===== src/rtl/usb_utm_tx_nrzi.sv =====
// UTMI full-speed transmit engine: SYNC, bit stuffing, NRZI, EOP and line drive.
// Line outputs are registered one cycle behind the bit-slot state machine.
//
// state     | meaning
// ----------+--------------------------------------------------------------
// S_IDLE    | line J, no drive; waits for tx_valid
// S_SYNC    | shifting the 8'h80 SYNC pattern
// S_DATA    | shifting packet bytes, refilled from the holding register
// S_ABORT   | underrun: eight unstuffed ones to force a stuff error
// S_EOP_SE0 | SE0 for EOP_SE0_BITS bit times
// S_EOP_J   | one J bit time, then release the line
module usb_utm_tx_nrzi #(
   parameter int CLK_PER_BIT  = 4,
   parameter int STUFF_LIMIT  = 6,
   parameter int EOP_SE0_BITS = 2
) (
   input  logic       clk,
   input  logic       rst_n,
   input  logic       suspend_m,
   input  logic [1:0] op_mode,
   input  logic [7:0] data_in,
   input  logic       tx_valid,
   output logic       tx_ready,
   output logic       dp_tx,
   output logic       dn_tx,
   output logic       tx_oen,
   output logic       tx_busy
);

   localparam int CW = (CLK_PER_BIT > 1) ? $clog2(CLK_PER_BIT) : 1;
   localparam int OW = $clog2(STUFF_LIMIT + 1);
   localparam int LW = ($clog2(EOP_SE0_BITS + 1) > 4) ? $clog2(EOP_SE0_BITS + 1) : 4;
   localparam logic [CW-1:0] BIT_LAST  = CW'(CLK_PER_BIT - 1);
   localparam logic [OW-1:0] ONES_MAX  = OW'(STUFF_LIMIT);
   localparam logic [OW-1:0] ONES_PRE  = OW'(STUFF_LIMIT - 1);
   localparam logic [OW-1:0] ONES_INC  = OW'(1);
   localparam logic [LW-1:0] LEFT_BYTE = LW'(8);
   localparam logic [LW-1:0] LEFT_SE0  = LW'(EOP_SE0_BITS);
   localparam logic [LW-1:0] LEFT_ONE  = LW'(1);

   typedef enum logic [2:0] {
      S_IDLE, S_SYNC, S_DATA, S_ABORT, S_EOP_SE0, S_EOP_J
   } state_t;

   state_t          state, state_nx;
   logic [CW-1:0]   bit_cnt;
   logic [7:0]      shreg;
   logic [LW-1:0]   bits_left;
   logic [OW-1:0]   ones_cnt;
   logic            lvl;
   logic [7:0]      hold;
   logic            hold_full;
   logic            raw;

   logic tick, in_bits, stuff_en, stuff_slot, cur_bit, line_bit, byte_end;
   logic accept, line_dp, line_dn;

   assign tick       = (bit_cnt == '0);
   assign in_bits    = (state == S_SYNC) || (state == S_DATA) || (state == S_ABORT);
   assign stuff_en   = !raw && (state != S_ABORT);
   assign stuff_slot = stuff_en && (ones_cnt == ONES_MAX);
   assign cur_bit    = stuff_slot ? 1'b0 : shreg[0];
   assign line_bit   = raw ? cur_bit : (cur_bit ? lvl : ~lvl);

   // A byte is finished only after any stuff bit owed to its last one.
   assign byte_end = stuff_slot ? (bits_left == '0)
                   : ((bits_left == LEFT_ONE) && !(stuff_en && shreg[0] && (ones_cnt == ONES_PRE)));

   // Held low on the boundary cycle itself so a late byte cannot race the refill.
   assign tx_ready = ((state == S_SYNC) || (state == S_DATA)) && !hold_full && !(tick && byte_end);
   assign accept   = tx_valid && tx_ready;

   always_comb begin
      state_nx = state;
      case (state)
         S_IDLE:
            if (tx_valid && suspend_m && (op_mode != 2'b01) && !tx_busy) state_nx = S_SYNC;
         S_SYNC, S_DATA:
            if (tick && byte_end) begin
               if (hold_full)     state_nx = S_DATA;
               else if (tx_valid) state_nx = S_ABORT;
               else               state_nx = S_EOP_SE0;
            end
         S_ABORT:
            if (tick && byte_end) state_nx = S_EOP_SE0;
         S_EOP_SE0:
            if (tick && (bits_left == LEFT_ONE)) state_nx = S_EOP_J;
         S_EOP_J:
            if (tick) state_nx = S_IDLE;
         default:
            state_nx = S_IDLE;
      endcase
   end

   always_comb begin
      line_dp = 1'b1;
      line_dn = 1'b0;
      case (state)
         S_SYNC, S_DATA, S_ABORT: begin
            line_dp = line_bit;
            line_dn = ~line_bit;
         end
         S_EOP_SE0: begin
            line_dp = 1'b0;
            line_dn = 1'b0;
         end
         default: ;
      endcase
   end

   always_ff @(posedge clk or negedge rst_n) begin
      if (!rst_n) begin
         state     <= S_IDLE;
         bit_cnt   <= BIT_LAST;
         shreg     <= '0;
         bits_left <= '0;
         ones_cnt  <= '0;
         lvl       <= 1'b1;
         hold      <= '0;
         hold_full <= 1'b0;
         raw       <= 1'b0;
      end else begin
         state <= state_nx;
         if (accept) begin
            hold      <= data_in;
            hold_full <= 1'b1;
         end
         if (state == S_IDLE) begin
            bit_cnt   <= BIT_LAST;
            lvl       <= 1'b1;
            ones_cnt  <= '0;
            hold_full <= 1'b0;
            if (state_nx == S_SYNC) begin
               shreg     <= 8'h80;
               bits_left <= LEFT_BYTE;
               raw       <= (op_mode == 2'b10);
            end
         end else begin
            bit_cnt <= tick ? BIT_LAST : bit_cnt - 1'b1;
            if (tick && in_bits) begin
               if (!raw) lvl <= line_bit;
               if (stuff_slot) begin
                  ones_cnt <= '0;
               end else begin
                  shreg     <= {1'b0, shreg[7:1]};
                  bits_left <= bits_left - LEFT_ONE;
                  if (stuff_en) ones_cnt <= shreg[0] ? ones_cnt + ONES_INC : '0;
               end
               if (byte_end) begin
                  case (state_nx)
                     S_DATA: begin
                        shreg     <= hold;
                        bits_left <= LEFT_BYTE;
                        hold_full <= 1'b0;
                     end
                     S_ABORT: begin
                        shreg     <= 8'hFF;
                        bits_left <= LEFT_BYTE;
                     end
                     S_EOP_SE0: bits_left <= LEFT_SE0;
                     default: ;
                  endcase
               end
            end else if (tick && (state == S_EOP_SE0)) begin
               bits_left <= bits_left - LEFT_ONE;
            end
         end
      end
   end

   always_ff @(posedge clk or negedge rst_n) begin
      if (!rst_n) begin
         dp_tx   <= 1'b1;
         dn_tx   <= 1'b0;
         tx_oen  <= 1'b0;
         tx_busy <= 1'b0;
      end else begin
         dp_tx   <= line_dp;
         dn_tx   <= line_dn;
         tx_oen  <= (state != S_IDLE);
         tx_busy <= (state != S_IDLE) || (state_nx != S_IDLE);
      end
   end

endmodule


===== config.mk =====
export PLATFORM = sky130hd
export DESIGN_NAME = usb_utm_tx_nrzi
export DESIGN_NICKNAME = d
export VERILOG_FILES = /design/src/rtl/usb_utm_tx_nrzi.sv
export SDC_FILE = /design/constraint.sdc
export NUM_CORES = 1
export LEC_CHECK = 0
export ABC_AREA = 1
export CORE_UTILIZATION = 60
export CTS_CLUSTER_DIAMETER = 50
export CTS_CLUSTER_SIZE = 30
export DETAILED_ROUTE_END_ITERATION = 7
export PLACE_DENSITY_LB_ADDON = 0.08
export SKIP_LAST_GASP = 1
export SYNTH_ARGS = -nofsm -noshare
export SYNTH_HDL_FRONTEND = slang
export SYNTH_SLANG_ARGS = --single-unit
export TNS_END_PERCENT = 1

===== constraint.sdc =====
create_clock -name clk -period 3.87 [get_ports clk]
set_clock_uncertainty 0.15 [all_clocks]
set_input_delay 0.774 -clock clk [delete_from_list [all_inputs] [get_ports clk]]
set_output_delay 0.774 -clock clk [all_outputs]
set_load 0.02 [all_outputs]

After elaboration in Yosys (flattened, before gate mapping):

Cells that the tools add are included.
Widths: inputs -> output; s select.

* register bits: 35
* output and inout bits: 5
* logic and storage cells: 116

* add/sub/neg operators: 3
* equality and inequality tests: 17
* mux-type cells: 42
* bitwise gates (word level): 2
* reductions and logical operators: 39

Operators by type and width (number)
* $mux 8: 5
* $mux 3: 12
* $mux 4: 6
* $pmux 8 s2: 1
* $eq 3x3->1 const B: 5
* $logic_and 1x1->1: 15
* $pmux 3 s5: 1
* $mux 1: 13
* $eq 3x2->1 const B: 4
* $reduce_bool 3->1: 4
* $reduce_and 2->1: 5
* $pmux 4 s2: 1
* $eq 3x1->1 const B: 2
* $ne 2x1->1 const B: 3
* $logic_not 1->1: 5
* $eq 4x1->1 const B: 1
* $logic_not 4->1: 1
* $mux 2: 2
* $reduce_or 2->1: 2
* $sub 4x1->4 const B: 1
* $add 3x1->3 const B: 1
* $logic_not 3->1: 1
* $logic_or 1x1->1: 3
* $ne 3x2->1 const B: 1
* other kinds (7): 8

Depth between registers and ports, before layout:

Gate-level depths: netlist (run 1).

* depth in word-level cells: 16
* mapped depth: 16
* mapped depth without buffers: 16

Worst setup path before layout (run 1):

OpenSTA, ideal clock, no wires.

* path type: register -> output
* start point: register bits_left[0]
* end point: output tx_ready
* data arrival time: 1.264 ns
* required time: 2.946 ns
* path slack: 1.682 ns
* stages on the path, launching flop included: 9
* buffers on the path: 0
* path through: dfrtp_1 inv_1 ha_1 nor3b_1 nand3_2 nand2_4 nand2_4 nand2_2 nor2_4

* word-level cells in the longest chain between the ends: 6
* elaborated cells on any way between the ends: 7
* classes of those cells: eq/ne (1); mux (1); reduce/logical (5)

RTL lines
* start, declared: RTL line 48 `logic [LW-1:0] bits_left;`
* start signal, assigned: RTL line 146 `bits_left <= bits_left - LEFT_ONE;`
* start signal, assigned: RTL line 165 `bits_left <= bits_left - LEFT_ONE;`
* $eq 4x1->1: RTL line 67 `: ((bits_left == LEFT_ONE) && !(stuff_en && shreg[0] && (ones_cnt == ONES_PRE)));`
* $logic_and 1x1->1: RTL line 67
* $mux 1 (*): RTL line 66 `assign byte_end = stuff_slot ? (bits_left == '0)`
* $logic_and 1x1->1 (*): RTL line 70 `assign tx_ready = ((state == S_SYNC) || (state == S_DATA)) && !hold_full && !(tick && byte_end);`
* $logic_not 1->1 (*): RTL line 70
* $logic_and 1x1->1 (*): RTL line 70
* end, declared: RTL line 23 `output logic tx_ready,`

Mark *: on every way between the ends. The rest lies on a longest branch, timed or not.

Worst setup path after layout (run 1):

Ends and elaborated chain as after synthesis.

==> results.md, run 1 <==
* Status: finished clean
* Post-place setup slack at 0.962 ns
* Vertical die dimension at 62.0 microns
* Maximum number of pins on one net before global-route repair at 36
* Final worst slack at 0.578 ns
* Initial antenna violation count at 0
* Final setup violating endpoints at 0
* Total global routing overflow at 0
* Distinct cell type count after synthesis at 30
* Total die area at 0.00385 sq mm
* Switch share at 0.316
* Startpoint kind of the worst setup timing path: flop
* Max-capacitance violation count at 0
* Root buffer cell: sky130_fd_sc_hd__clkbuf_4
* Global placement routability congestion at 0.843
* Fraction of layout cells with a size suffix above 1 at 0.176
* Via count at 1,867
* Arrival time worst endpoint at 2.37 ns
* Remaining number of nets flagged by the antenna check after routing at 0
* Final hold viol count at 0
* Max Root-Sink Buffers at 2
* Min Clock Period, post-route at 3.29 ns
* Headroom to the max-slew limit at 0.639
* Unrepaired setup endpoints after global routing: false
* Filler Cells Inserted at 288
* Cell count after synthesis at 275
* Routed wire per std cell at 13.4 microns
* Measured slew at the worst slew-check pin at 0.541 ns
* Clk slew on worst S/H paths at 0.11 ns
* Multi-input logic area at 0.00108 sq mm
* Net switching power figure at 270 uW
* Number of port buffers at 18
* Combinational power share at 0.234
* Internal power at 584 uW
* Overall routing resource usage at 0.271
* Crit Path Class: flop to primary output
* FF/Latch Area at 881 sq um
* Min-Delay Path Class: flop to flop
* Cell depth of the worst min-delay path at 1
* Worst-skew pair later-pin latency at 0.35 ns
* Synthesized cell area at 0.00216 sq mm
* Post-route setup TNS at 0 ns
* Hold_sp: bit_cnt[0]$_DFF_PN1_
* First-pass DRT Iterations at 4
* Portion of total power attributed to the clock network at 0.249
* Global-route wire length before repair at 7.39 mm
* Number of resized instances in the post-cts repair step at 0
* H-Tree Level Count at 2
* Most common library cell in the layout ignoring fill and taps: sky130_fd_sc_hd__nand2_1
* Ports placed on the boundary at 19
* Highest net fanout along the worst path at 16
* Via count of the first global-routing pass at 1,693
* Number of inserted diodes at 0
* Maximum clock rate at 304 MHz
* Flop and latch count out of synthesis at 35
* Final #Nets at 316
* Max Slew Vio Count at 0
* DR DRC count at 0
* Post-CTS Repair Setup Buffers at 0
* Worst supply voltage drop on vdd at 0.000237 V
* Clock sinks at 35
* Starting DRC count in detailed routing at 114
* Number of hold-repair buffers added at the cts stage at 0
* Horiz. Die Dim at 62.0 microns
* Via density at 5.46
* Synth Net Count at 296
* Source of the critical timing path: bits_left[0]$_DFFE_PN0P_
* Number of buffers inserted during clock tree synthesis at 5
* Worst setup EP type: primary output
* Synthesis-to-layout area growth at 11.9%
* Row cnt at 21
* Core Region at 0.00339 sq mm
* Mean post-synth cell area at 7.86 sq um
* Tcrit/Tclk final at 0.851
* CTS tree: built
* Leakage at 1.21 nW
* Sequential share of the synthesized area at 0.408
* Total wire length at 4.59 mm
* Count of warnings emitted by yosys at 0
* Commonest non-fill, non-tap cells in the layout: 63 x sky130_fd_sc_hd__nand2_1, 32 x sky130_fd_sc_hd__inv_1, 31 x sky130_fd_sc_hd__dfrtp_1
* Initial Util at 0.638
* CP Data Required Time at 2.95 ns
* Reg2Reg Launch Point: bit_cnt[0]$_DFF_PN1_
* Detailed Place HPWL at 3.45 mm
* Share of total power in sequential cells at 0.517
* Cell depth of the worst flop-to-flop path at 8
* Power density cells at 353 mW/mm^2
==> cell usage after synthesis <==
master	instances	area (sq um)
sky130_fd_sc_hd__nand2_1	63	236
sky130_fd_sc_hd__inv_1	32	120
sky130_fd_sc_hd__dfrtp_1	31	776
sky130_fd_sc_hd__nand3_1	25	125
sky130_fd_sc_hd__nor2_1	19	71.3
sky130_fd_sc_hd__o21ai_0	18	90.1
sky130_fd_sc_hd__a21oi_1	10	50.1
sky130_fd_sc_hd__a21oi_2	9	78.8
sky130_fd_sc_hd__nand4_1	8	50.1
sky130_fd_sc_hd__ha_1	7	87.6
sky130_fd_sc_hd__nand2_2	7	43.8
sky130_fd_sc_hd__inv_2	6	22.5
sky130_fd_sc_hd__nor2_2	5	31.3
sky130_fd_sc_hd__nor2_4	5	56.3
sky130_fd_sc_hd__dfstp_2	4	105
sky130_fd_sc_hd__buf_2	3	15.0
sky130_fd_sc_hd__buf_6	3	33.8
sky130_fd_sc_hd__o21ai_1	3	15.0
sky130_fd_sc_hd__mux2_4	2	30.0
sky130_fd_sc_hd__nand2_4	2	22.5
sky130_fd_sc_hd__nand3_2	2	20.0
sky130_fd_sc_hd__nor3_1	2	10.0
sky130_fd_sc_hd__nor3b_1	2	15.0
sky130_fd_sc_hd__a211oi_1	1	7.51
sky130_fd_sc_hd__a21boi_0	1	7.51
sky130_fd_sc_hd__inv_4	1	6.26
sky130_fd_sc_hd__nor3_2	1	10.0
sky130_fd_sc_hd__o21bai_1	1	7.51
sky130_fd_sc_hd__o31ai_1	1	7.51
sky130_fd_sc_hd__xor2_1	1	8.76
==> kinds of logic (layout without fill, tap and decap cells) <==
kind of cell               Yosys count  after routing  synth area share
and+or+nand+nor                    141            141             0.320
buffers and inverters               45             66            0.0915
AOI/OAI and AO/OA                   44             44             0.122
DFF                                 35             35             0.408
adders and majority gates            7              7            0.0405
muxes                                2              2            0.0139
xor gates and xnor gates             1              1           0.00405
==> through the flow <==
step	area [sq um]	util	hold WS [ns]	instances	total power, mW
2_1_floorplan	2160	-	0.295	275	0.583
3_3_place_gp	2360	0.695	0.301	334	0.640
3_5_place_dp	2360	0.695	0.305	334	0.649
4_1_cts	2420	0.713	0.330	342	0.862
5_1_grt	2420	0.713	0.337	342	0.899
6_report	2420	0.713	0.330	342	0.854
==> power groups by stage <==
stage          sequential [mW]  combinational (mW)  clock (mW)
3_3_place_gp             0.445               0.194           0
6_report                 0.442               0.200       0.213
4_1_cts                  0.441               0.202       0.219
5_1_grt                  0.446               0.218       0.235
3_5_place_dp             0.448               0.201           0
2_1_floorplan            0.445               0.138           0
==> state kept, by name (all words and copies together), names as in the netlist, 2 cells and up <==
name and cells:
bit_cnt 2, bits_left 4, hold 8, ones_cnt 3, shreg 8, state 3
==> final cells by class <==
| cell class | count | share of cell area |
|---|---|---|
| clock inverters | 1 | 0.00207 |
| clock buffers | 7 | 0.0228 |
| flip-flops and latches | 35 | 0.364 |
| inverters | 39 | 0.0616 |
| multi-input cells | 195 | 0.448 |
| repair buffers | 19 | 0.0776 |
| well taps | 46 | 0.0238 |
==> worst max-delay path, cell delays in order (launching register included) <==
cell and delay (ns):
sky130_fd_sc_hd__dfrtp_1 0.42, sky130_fd_sc_hd__inv_1 0.14, sky130_fd_sc_hd__ha_1 0.16, sky130_fd_sc_hd__nor3b_1 0.22, sky130_fd_sc_hd__nand3_2 0.14, sky130_fd_sc_hd__nand2_4 0.19
sky130_fd_sc_hd__nand2_4 0.09, sky130_fd_sc_hd__nand2_2 0.09, sky130_fd_sc_hd__nor2_4 0.04, sky130_fd_sc_hd__clkdlybuf4s50_1 0.53
==> path summary, 6_finish.rpt <==
kind                                      endpoint  slack (ns)
min in group asynchronous  ones_cnt[0]$_DFFE_PN0P_        0.69
setup / recovery                          tx_ready        0.58
max in group asynchronous          dp_tx$_DFF_PN1_        2.54
setup reg to reg           ones_cnt[0]$_DFFE_PN0P_        1.25
hold / removal                bit_cnt[0]$_DFF_PN1_        0.33
hold reg to reg               bit_cnt[0]$_DFF_PN1_        0.33
==> routing by layer <==
layer	vias up	share of wire	GRT usage
li1	931	-	-
met1	869	0.43	0.322
met2	50	0.51	0.471
met3	17	0.037	0.0559
met4	0	0.027	0.117
met5	-	0	0
No activity file was read; power rests on OpenSTA's default activity.
==> run 2: changes to the inputs <==
--- a/config.mk
+++ b/config.mk
@@ -6,12 +6,13 @@
 export NUM_CORES = 1
 export LEC_CHECK = 0
 export ABC_AREA = 1
-export CORE_UTILIZATION = 60
+export CORE_UTILIZATION = 30
 export CTS_CLUSTER_DIAMETER = 50
 export CTS_CLUSTER_SIZE = 30
 export DETAILED_ROUTE_END_ITERATION = 7
 export PLACE_DENSITY_LB_ADDON = 0.08
 export SKIP_LAST_GASP = 1
+export SLEW_MARGIN = 25
 export SYNTH_ARGS = -nofsm -noshare
 export SYNTH_HDL_FRONTEND = slang
 export SYNTH_SLANG_ARGS = --single-unit
==> run 2 against run 1 <==
Sequential power barely moved. Die area grew 96%. Clock power increased by 25%. Hold slack worse by 0.012 ns. Fmax grew 1.2%. Register-to-register slack improved by 0.18 ns. Final cell count grew 14%. Non-clock buffer count did not move. Wire length up 7.0%. Critical path type unchanged. Critical endpoint unchanged. Highest routed layer unchanged.
==> results.md, run 2 (synthesis gave the netlist of run 1 again) <==
* Headroom to the max-slew limit at 0.450 (was 0.639)
* Clock sinks at 35 (unchanged)
* Max Slew Vio Count at 0 (unchanged)
* Filler Cells Inserted at 746 (was 288)
* Remaining number of nets flagged by the antenna check after routing at 0 (unchanged)
* Worst setup EP type: primary output (unchanged)
* Total global routing overflow at 0 (unchanged)
* First-pass DRT Iterations at 4 (unchanged)
* Synthesis-to-layout area growth at 15.8% (was 11.9%)
* Most common library cell in the layout ignoring fill and taps: sky130_fd_sc_hd__nand2_1 (unchanged)
* Biggest registers after layout: hold x8, shreg x8, bits_left x4 (unchanged)
* Via density at 4.45 (was 5.46)
* Final hold viol count at 0 (unchanged)
* Worst supply voltage drop on vdd at 0.000169 V (was 0.000237 V)
* DR DRC count at 0 (unchanged)
* Horiz. Die Dim at 86.9 microns (was 62.0 microns)
* Final #Nets at 316 (unchanged)
* Number of port buffers at 18 (unchanged)
* Post-route setup TNS at 0 ns (unchanged)
* Maximum number of pins on one net before global-route repair at 36 (unchanged)
* Max Root-Sink Buffers at 2 (unchanged)
* Status: finished clean (unchanged)
* Final setup violating endpoints at 0 (unchanged)
* Maximum clock rate at 308 MHz (was 304 MHz)
* Fraction of layout cells with a size suffix above 1 at 0.180 (was 0.176)
* Routed wire per std cell at 12.6 microns (was 13.4 microns)
* Via count of the first global-routing pass at 1,763 (was 1,693)
* Clk slew on worst S/H paths at 0.07 ns (was 0.11 ns)
* Highest net fanout along the worst path at 16 (unchanged)
* Starting DRC count in detailed routing at 71 (was 114)
* Root buffer cell: sky130_fd_sc_hd__clkbuf_8 (was sky130_fd_sc_hd__clkbuf_4)
* H-Tree Level Count at 2 (unchanged)
* Ports placed on the boundary at 19 (unchanged)
* Number of resized instances in the post-cts repair step at 0 (unchanged)
* Row cnt at 30 (was 21)
* Vertical die dimension at 86.9 microns (was 62.0 microns)
* Multi-input logic area at 0.00108 sq mm (unchanged)
* Arrival time worst endpoint at 2.33 ns (was 2.37 ns)
* Total wire length at 4.91 mm (was 4.59 mm)
* Leakage at 1.22 nW (was 1.21 nW)
* Final core utilization at 0.364 (was 0.713)
* Post-CTS Repair Setup Buffers at 0 (unchanged)
* Crit Path Class: flop to primary output (unchanged)
* Detailed Place HPWL at 3.68 mm (was 3.45 mm)
* Overall routing resource usage at 0.151 (was 0.271)
* Max-capacitance violation count at 0 (unchanged)
* Unrepaired setup endpoints after global routing: false (unchanged)
* Number of hold-repair buffers added at the cts stage at 0 (unchanged)
* Number of inserted diodes at 0 (unchanged)
* Min-Delay Path Class: flop to flop (unchanged)
* Initial Util at 0.315 (was 0.638)
* Commonest non-fill, non-tap cells in the layout: 63 x sky130_fd_sc_hd__nand2_1, 32 x sky130_fd_sc_hd__inv_1, 31 x sky130_fd_sc_hd__dfrtp_1 (unchanged)
* Measured slew at the worst slew-check pin at 0.826 ns (was 0.541 ns)
* Tcrit/Tclk final at 0.840 (was 0.851)
* Initial antenna violation count at 0 (unchanged)
* Global placement routability congestion at 0.838 (was 0.843)
* Min Clock Period, post-route at 3.25 ns (was 3.29 ns)
* Total die area at 0.00755 sq mm (was 0.00385 sq mm)
* CP Data Required Time at 2.95 ns (about the same)
* Worst-skew pair later-pin latency at 0.29 ns (was 0.35 ns)
* FF/Latch Area at 881 sq um (unchanged)
* CTS tree: built (unchanged)
* Global-route wire length before repair at 8.52 mm (was 7.39 mm)
* Power density cells at 361 mW/mm^2 (was 353 mW/mm^2)
* Via count at 1,741 (was 1,867)
* Number of buffers inserted during clock tree synthesis at 5 (unchanged)
* Startpoint kind of the worst setup timing path: flop (unchanged)
* Core Region at 0.00687 sq mm (was 0.00339 sq mm)
-- run 2: cell type report --
| cell class | count | share of cell area |
|---|---|---|
| Multi-Input combinational cell | 195 | 0.433 |
| Sequential cell | 35 | 0.352 |
| Timing Repair Buffer | 19 | 0.0730 |
| Inverter | 39 | 0.0595 |
| Tap cell | 96 | 0.0480 |
| Clock buffer | 6 | 0.0330 |
| Clock inverter | 1 | 0.00200 |
-- run 2: per-stage QoR --
stage | instances | hold WS (ns) | worst slack, ns | area [sq um] | power, mW
CTS | 391 | 0.322 | 0.611 | 2500 | 0.925
detailed placement | 384 | 0.305 | 0.953 | 2410 | 0.647
global placement | 384 | 0.303 | 1.00 | 2410 | 0.647
floorplan | 275 | 0.295 | 1.68 | 2160 | 0.583
global route | 391 | 0.342 | 0.453 | 2500 | 0.973
finish | 391 | 0.317 | 0.618 | 2500 | 0.904
-- run 2: metal layers --
| layer | share of wire | up-vias | track usage |
|---|---|---|---|
| li1 | - | 923 | - |
| met3 | 0.026 | 6 | 0.0284 |
| met1 | 0.46 | 787 | 0.187 |
| met5 | 0 | - | 0 |
| met2 | 0.49 | 25 | 0.259 |
| met4 | 0.017 | 0 | 0.0636 |
-- run 2: worst max-delay path, stage by stage, from the launching register on --
cell,delay [ns]
sky130_fd_sc_hd__dfrtp_1,0.40
sky130_fd_sc_hd__inv_1,0.15
sky130_fd_sc_hd__ha_1,0.16
sky130_fd_sc_hd__nor3b_1,0.24
sky130_fd_sc_hd__nand3_2,0.14
sky130_fd_sc_hd__nand2_4,0.20
sky130_fd_sc_hd__nand2_4,0.09
sky130_fd_sc_hd__nand2_2,0.09
sky130_fd_sc_hd__nor2_4,0.04
sky130_fd_sc_hd__clkdlybuf4s50_1,0.53
-- run 2: where the power goes --
| group | internal [mW] | switching (mW) | leakage (nW) |
|---|---|---|---|
| combinational | 0.0819 | 0.116 | 0.734 |
| sequential | 0.413 | 0.0265 | 0.439 |
| clock | 0.140 | 0.127 | 0.0470 |
| total | 0.634 | 0.270 | 1.22 |
-- run 2: worst paths after layout --
kind | startpoint | end | slack, ns | cells past startpoint
setup reg to reg | bits_left[0]$_DFFE_PN0P_ | bits_left[1]$_DFFE_PN0P_ | 1.43 | 14
hold reg to reg | bit_cnt[0]$_DFF_PN1_ | bit_cnt[0]$_DFF_PN1_ | 0.32 | 1
max in group asynchronous | rst_n | bits_left[0]$_DFFE_PN0P_ | 2.61 | 1
hold / removal | bit_cnt[0]$_DFF_PN1_ | bit_cnt[0]$_DFF_PN1_ | 0.32 | 1
min in group asynchronous | rst_n | tx_oen$_DFF_PN0_ | 0.42 | 1
setup / recovery | bits_left[0]$_DFFE_PN0P_ | tx_ready | 0.62 | 9
